**config.mk**
```make
export PLATFORM = sky130hd
export DESIGN_NAME = bist_misr_analyzer
export DESIGN_NICKNAME = d
export VERILOG_FILES = /design/src/rtl/bist_misr_analyzer.sv
export SDC_FILE = /design/constraint.sdc
export NUM_CORES = 1
export LEC_CHECK = 0
export CAP_MARGIN = 10
export CORE_ASPECT_RATIO = 0.7
export CORE_MARGIN = 2
export CORE_UTILIZATION = 46
export DETAILED_ROUTE_END_ITERATION = 12
export MAX_ROUTING_LAYER = met4
export PLACE_DENSITY_LB_ADDON = 0.2
export SETUP_SLACK_MARGIN = 0.3
export SYNTH_ARGS = -nofsm -noshare
export SYNTH_HDL_FRONTEND = slang
export SYNTH_SLANG_ARGS = --single-unit
```
**constraint.sdc**
```tcl
create_clock -name clock -period 1.4 [get_ports clock]
set_clock_uncertainty 0.1 [all_clocks]
set_input_delay 0.28 -clock clock [delete_from_list [all_inputs] [get_ports clock]]
set_output_delay 0.28 -clock clock [all_outputs]
set_load 0.005 [all_outputs]
```
**src/rtl/bist_misr_analyzer.sv**
```systemverilog
// BIST response analyzer: compacts PATTERNS circuit-under-test responses into a
// multiple-input signature register and compares the final signature with GOLDEN.
module bist_misr_analyzer #(
  parameter int               WIDTH    = 3,
  parameter logic [WIDTH-1:0] TAPS     = 3'b010,
  parameter int               PATTERNS = 7,
  parameter logic [WIDTH-1:0] SEED     = 3'b000,
  parameter logic [WIDTH-1:0] GOLDEN   = 3'b000
) (
  input  logic             clock,
  input  logic             reset,
  input  logic             start,
  input  logic             abort,
  input  logic             resp_valid,
  input  logic [WIDTH-1:0] resp_in,
  output logic [WIDTH-1:0] signature,
  output logic             busy,
  output logic             done,
  output logic             pass,
  output logic             fail
);

  typedef enum logic [1:0] {
    S_IDLE,
    S_CAPTURE,
    S_CHECK
  } state_e;

  localparam logic [7:0] LAST_COUNT = 8'(PATTERNS);

  state_e           state_q, state_d;
  logic [WIDTH-1:0] sig_q, sig_d;
  logic [7:0]       count_q, count_d;
  logic             done_q, done_d;
  logic             pass_q, pass_d;
  logic             fail_q, fail_d;
  logic [WIDTH-1:0] misr_next;
  logic [7:0]       count_inc;

  // Shift by one stage, fold the MSB back into the tapped stages, then mix in the response.
  always_comb begin
    misr_next    = '0;
    misr_next[0] = sig_q[WIDTH-1] ^ resp_in[0];
    for (int i = 1; i < WIDTH; i++) begin
      misr_next[i] = sig_q[i-1] ^ (TAPS[i] & sig_q[WIDTH-1]) ^ resp_in[i];
    end
  end

  assign count_inc = count_q + 8'd1;

  always_comb begin
    // NOTE: every variable gets a default before the case so no path can infer a latch.
    state_d = state_q;
    sig_d   = sig_q;
    count_d = count_q;
    done_d  = 1'b0;
    pass_d  = pass_q;
    fail_d  = fail_q;

    unique case (state_q)
      S_IDLE: begin
        if (start) begin
          sig_d   = SEED;
          count_d = '0;
          pass_d  = 1'b0;
          fail_d  = 1'b0;
          state_d = S_CAPTURE;
        end
      end

      S_CAPTURE: begin
        if (abort) begin
          pass_d  = 1'b0;
          fail_d  = 1'b0;
          state_d = S_IDLE;
        end else if (resp_valid) begin
          sig_d   = misr_next;
          count_d = count_inc;
          if (count_inc == LAST_COUNT) begin
            state_d = S_CHECK;
          end
        end
      end

      S_CHECK: begin
        if (abort) begin
          pass_d  = 1'b0;
          fail_d  = 1'b0;
        end else begin
          pass_d  = (sig_q == GOLDEN);
          fail_d  = (sig_q != GOLDEN);
          done_d  = 1'b1;
        end
        state_d = S_IDLE;
      end

      default: state_d = S_IDLE;
    endcase
  end

  // NOTE: sequential state uses non-blocking assignments so every register samples pre-edge values.
  always_ff @(posedge clock) begin
    if (!reset) begin
      state_q <= S_IDLE;
      sig_q   <= SEED;
      count_q <= '0;
      done_q  <= 1'b0;
      pass_q  <= 1'b0;
      fail_q  <= 1'b0;
    end else begin
      state_q <= state_d;
      sig_q   <= sig_d;
      count_q <= count_d;
      done_q  <= done_d;
      pass_q  <= pass_d;
      fail_q  <= fail_d;
    end
  end

  assign signature = sig_q;
  assign busy      = (state_q != S_IDLE);
  assign done      = done_q;
  assign pass      = pass_q;
  assign fail      = fail_q;

  a_verdict_exclusive : assert property (@(posedge clock) disable iff (!reset) !(pass_q && fail_q));
  a_done_single_cycle : assert property (@(posedge clock) disable iff (!reset) done_q |=> !done_q);
  a_count_in_range    : assert property (@(posedge clock) disable iff (!reset) count_q <= LAST_COUNT);

endmodule

```
==> results of run 1 <==
-- worst paths after layout --
path | startpoint | endpoint | slack [ns] | cells after the start
worst max-delay path | state_q[1] | count_q[7] | -0.06 | 6
worst min-delay path | fail | fail | 0.39 | 2
worst max register to register | state_q[1] | count_q[7] | -0.06 | 6
worst min register to register | fail | fail | 0.39 | 2
-- power groups by stage --
stage,registers [µW],clock network [µW],logic [µW]
2_1_floorplan,485,0,86.5
3_3_place_gp,482,0,167
3_5_place_dp,484,0,174
4_1_cts,471,328,208
5_1_grt,471,352,235
6_report,469,309,220
-- per-stage QoR --
stage | area (µm²) | util | TNS [ns]
6_report | 1510 | 0.794 | -0.140
3_3_place_gp | 1310 | 0.688 | -3.54
4_1_cts | 1470 | 0.774 | -0.0475
2_1_floorplan | 1030 | - | 0
3_5_place_dp | 1310 | 0.688 | -4.37
5_1_grt | 1510 | 0.794 | -0.941
-- routing by layer --
| metal | vias to the layer above | track usage | share of wire |
|---|---|---|---|
| met4 | 0 | 0.0698 | 0.0043 |
| li1 | 494 | - | - |
| met3 | 2 | 0.0592 | 0.038 |
| met2 | 18 | 0.434 | 0.49 |
| met1 | 476 | 0.307 | 0.47 |
| met5 | - | - | 0 |
-- Yosys cell counts (all sizes together) (3+ instances only) --
master / instances / share of area
dfxtp: 16 / 0.34
nor2: 11 / 0.044
nand2: 8 / 0.032
a21boi: 6 / 0.048
nor3: 6 / 0.032
o21ai: 6 / 0.032
nor2b: 5 / 0.033
a21oi: 4 / 0.033
inv: 4 / 0.016
mux2i: 4 / 0.042
nand2b: 4 / 0.026
nand3b: 4 / 0.032
o21a: 4 / 0.032
nand3: 3 / 0.016
xnor2: 3 / 0.028
-- critical path: stages (launching register included) --
cell      delay, ns
dfxtp_4        0.36
buf_6          0.12
buf_6          0.11
and4bb_4       0.34
o21ai_1        0.08
a21boi_1       0.17
o21a_1         0.13
-- what timing repair did --
item,CTS,global route
endpoints found under the setup margin,23,23
buffers inserted,10,4
gates resized for setup,52,7
pin swaps,10,3
-- kinds of logic (layout without fill, tap and decap cells) --
family | count (synthesis) | count (layout) | share of synthesized area
flops | 16 | 16 | 0.339
mux | 4 | 4 | 0.0424
buf+inv | 7 | 53 | 0.0305
xor+xnor | 4 | 4 | 0.0517
compound gates | 28 | 28 | 0.215
simple gates | 50 | 50 | 0.295
fa+ha+maj | 2 | 2 | 0.0265
-- state kept, by name, indices dropped and copies added (netlist names) --
| register | cells |
|---|---|
| count_q | 8 |
| done | 1 |
| fail | 1 |
| pass | 1 |
| signature | 3 |
| state_q | 2 |
-- area by class of cell --
class | count | share of cell area
Clock buffer | 4 | 0.0240
Inverter | 4 | 0.00993
Multi-Input combinational cell | 88 | 0.475
Sequential cell | 16 | 0.230
Tap cell | 22 | 0.0182
Timing Repair Buffer | 45 | 0.243
==> out/qor.yml, run 1 <==
status:
  outcome: "finished, violations left"
  failed_checks: "negative setup slack"
yosys:
  synth.distinct_cells: 35
  synth_edf_count: 0
  synth_area_um2: 945
  async_flop_share: 0
  yosysSeqAreaShare: 0.339
  synth-seq-cells: 16
  synth_flop_cell: "dfxtp_1"
  synth_nets: 121
  syn_area_per_cell_um2: 8.51
  yosysWarnings: 0
  post_synth_inst_count: 111
grt:
  grt_max_degree: 10
  antenna_found_initial: 0
  grt_use_total: 0.257
  grt_pass1_vias: 997
  overflow: 0
  grt_first_pass_wirelength_mm: 4.57
worst_setup_path:
  start_kind: "register"
  worstPathRequired_ns: 1.54
  worst-path-max-fanout: 5
  criticalPathCategory: "reg -> reg"
  crit_path_end_kind: "register"
  arrival_ns: 1.60
power_and_ir_drop:
  p_leak_uw: 0.000609
  clkPwrFrac: 0.310
  p_switching_uw: 256
  p_seq_frac: 0.470
  combPwrFrac: 0.220
  powerDensity_nw_per_um2: 660
  power.share.switching: 0.257
  total_power_uw: 998
  p_int_uw: 742
  peakVddDrop_mv: 0.571
sta:
  finalMaxSlewViolations: 0
  fin_crit_sh: 1.04
  slew_headroom: 0.841
  hold_violations: 0
  fmax_mhz: 687
  rsz0062_at_grt: "true"
  worst_slack_ns: -0.0552
  min_period_ns: 1.46
  setup_violations: 6
  worstMarginPinSlew_ns: 0.237
  hold-worst-slack_ns: 0.393
floorplanning:
  rows: 13
  floorplan.die.height_um: 41.9
  ios: 15
  initial_core_util: 0.496
  dieArea_um2: 2440
  core_area_um2: 1900
  dieWidth_um: 58.2
clocking:
  htreeDepth: 1
  clock_path_buffers: 2
  root_buffer: "clkbuf_4"
  cts.sinks: 16
  holdBufCountCts: 0
  clock_latency_ns: 0.29
  cts_tree: "built"
  numCtsBuffers: 3
  clk_pin_slew_worst_paths_ns: 0.10
layout:
  nNetsFinal: 168
  nFillCells: 132
  final_common_cell: "buf_4"
  multiInputGateArea_um2: 718
  drive_above_1_share: 0.510
  area_growth_pct: 60.0
  n_antenna_cell: 0
  seq_area_um2: 348
  stdcell_count: 179
  layout_common_cells: "27 x buf_4, 10 x dfxtp_2, 9 x nor2_1, 7 x nand2_1"
routing:
  viasPerCell: 5.53
  wl_mm: 2.78
  final_antenna_net_count: 0
  wire_per_inst_um: 15.6
  num_vias: 990
  drc: 0
  dr.pass1.iters: 4
  drtIter0Drc: 53
placement:
  port_buffers: 14
  dp_slack_ns: -0.398
  dpl.cell_count: 161
  gp_congestion: 0.824
  dp.final_hpwl_mm: 1.91
hold_path:
  hold_path.class: "reg -> reg"
run:
  maxCapViolCount: 0
Power figures use the tool's default switching activity.
==> run 2: changes to the inputs <==
--- a/constraint.sdc
+++ b/constraint.sdc
@@ -4,2 +4,2 @@
 set_output_delay 0.28 -clock clock [all_outputs]
-set_load 0.005 [all_outputs]
+set_load 0.1 [all_outputs]
==> run 2 against run 1 <==
  * The run still ends with negative setup slack left
  * Worst hold slack improved by 0.018 ns
  * Die area is the same
  * Design area shrank 1.9%
  * Setup slack got worse by 0.022 ns
  * Sequential power increased by 1%
  * Utilization shrank 1.5 points
  * First-iteration DRC count down 58%
  * Largest power group unchanged
==> out/qor.yml, run 2 (synthesis gave the netlist of run 1 again) <==
status:
  outcome: "finished, violations left"
  failed_checks: "negative setup slack"
power_and_ir_drop:
  p_switching_uw: 302
  total_power_uw: 981
  power.share.switching: 0.307
  powerDensity_nw_per_um2: 662
  clkPwrFrac: 0.243
  p_int_uw: 679
  peakVddDrop_mv: 0.671
  p_seq_frac: 0.483
  combPwrFrac: 0.275
  p_leak_uw: 0.000557
floorplanning:
  dieArea_um2: 2440
  dieWidth_um: 58.2
  ios: 15
  initial_core_util: 0.496
  core_area_um2: 1900
  floorplan.die.height_um: 41.9
  rows: 13
placement:
  placed_cell_area_um2: 1340
  dpl.cell_count: 158
  gp_congestion: 0.915
  port_buffers: 14
  dp.final_hpwl_mm: 1.77
grt:
  grt_pass1_vias: 897
  grt_max_degree: 11
  grt_use_total: 0.228
  grt_first_pass_wirelength_mm: 4.06
  overflow: 0
  antenna_found_initial: 0
worst_setup_path:
  cp-startpoint: "state_q[1]"
  worstPathRequired_ns: 1.02
  arrival_ns: 1.10
  critPathSlowestCell: "dfxtp_4"
  cpPeakStageDelay_ns: 0.38
  crit_path_end_kind: "primary output"
  start_kind: "register"
  worst-path-max-fanout: 6
  path_cells: "nor2_4 > clkinvlp_4 > buf_12"
  criticalPathCategory: "reg -> out"
  r2r_start: "count_q[1]"
sta:
  min_period_ns: 1.48
  hold_violations: 0
  rsz0062_at_grt: "true"
  setup_violations: 4
  finalMaxSlewViolations: 0
  tns_ns: -0.200
  worst_slack_ns: -0.0771
  slew_headroom: 0.799
  fmax_mhz: 677
  fin_crit_sh: 1.06
  worstMarginPinSlew_ns: 0.299
routing:
  viasPerCell: 5.71
  final_antenna_net_count: 0
  wire_per_inst_um: 14.8
  drtIter0Drc: 22
  drc: 0
  num_vias: 953
  dr.pass1.iters: 4
  wl_mm: 2.48
layout:
  final_area_um2: 1480
  final_common_cell: "buf_4"
  stdcell_count: 167
  nNetsFinal: 157
  nFillCells: 123
  drive_above_1_share: 0.421
  area_growth_pct: 57.0
  layout_common_cells: "17 x buf_4, 9 x nor2_1, 7 x nand2_1, 7 x dfxtp_4, 7 x buf_12"
  n_antenna_cell: 0
  max_flop_register: "count_q"
  largest_register_ffs: 8
clocking:
  htreeDepth: 1
  clk_pin_slew_worst_paths_ns: 0.09
  clock_latency_ns: 0.28
  root_buffer: "clkbuf_4"
  clock_path_buffers: 2
  cts.sinks: 16
  holdBufCountCts: 0
  numCtsBuffers: 3
  cts_tree: "built"
hold_path:
  hold_path.class: "reg -> reg"
  min_from: "count_q[6]"
run:
  maxCapViolCount: 0
-- run 2: cell types whose count changed in the layout (fill, tap and decap cells not counted), moves of 3 or more --
| cell | delta |
|---|---|
| buf_2 | -6 |
| buf_12 | +6 |
| dfxtp_2 | -5 |
| dfxtp_4 | +3 |
| buf_4 | -10 |
-- run 2: repair_timing --
item,4_1_cts,5_1_grt
setup buffers,6,0
setup endpoints to repair,23,22
resized for setup,17,5
pin swaps,14,8
gates cloned,0,0
-- run 2: final cells by class --
| class | count | area (µm²) | share of cell area |
|---|---|---|---|
| clock buffers | 3 | 22.5 | 0.0152 |
| inverters | 4 | 18.8 | 0.0127 |
| multi-input cells | 88 | 693 | 0.468 |
| flip-flops and latches | 16 | 353 | 0.238 |
| well taps | 22 | 27.5 | 0.0186 |
| repair buffers | 34 | 368 | 0.248 |
-- run 2: path summary, 6_finish.rpt --
kind	endpoint	slack, ns	cells after the start
hold reg to reg	count_q[6]	0.41	1
hold / removal	count_q[6]	0.41	1
setup / recovery	busy	-0.08	3
setup reg to reg	state_q[0]	-0.06	4
-- run 2: stage by stage --
stage | util | setup WS (ns) | hold WS, ns
after floorplan | - | 0.0689 | 0.311
after global placement | 0.705 | -0.374 | 0.396
after detailed placement | 0.705 | -0.429 | 0.402
after CTS | 0.770 | -0.0696 | 0.433
after global routing | 0.779 | -0.116 | 0.440
final | 0.779 | -0.0771 | 0.411
-- run 2: per-layer routing --
| metal | global-route usage | share of wire | up-vias |
|---|---|---|---|
| met4 | 0.0651 | 0.023 | 0 |
| li1 | - | - | 469 |
| met3 | 0.0654 | 0.055 | 10 |
| met5 | - | 0 | - |
| met1 | 0.278 | 0.46 | 450 |
| met2 | 0.368 | 0.46 | 24 |
-- run 2: power by group through the flow --
stage                     logic [µW]  clock network, µW  registers [µW]
after floorplan                 95.7                  0             533
after global placement           234                  0             487
after detailed placement         238                  0             489
after CTS                        267                243             473
after global routing             285                260             475
final                            270                238             474
-- run 2: worst max-delay path: cells and delay by family (launching register included) --
| kind | cells | cell delay [ns] |
|---|---|---|
| buffers and inverters | 2 | 0.28 |
| and+or+nand+nor | 1 | 0.15 |
| DFF | 1 | 0.38 |
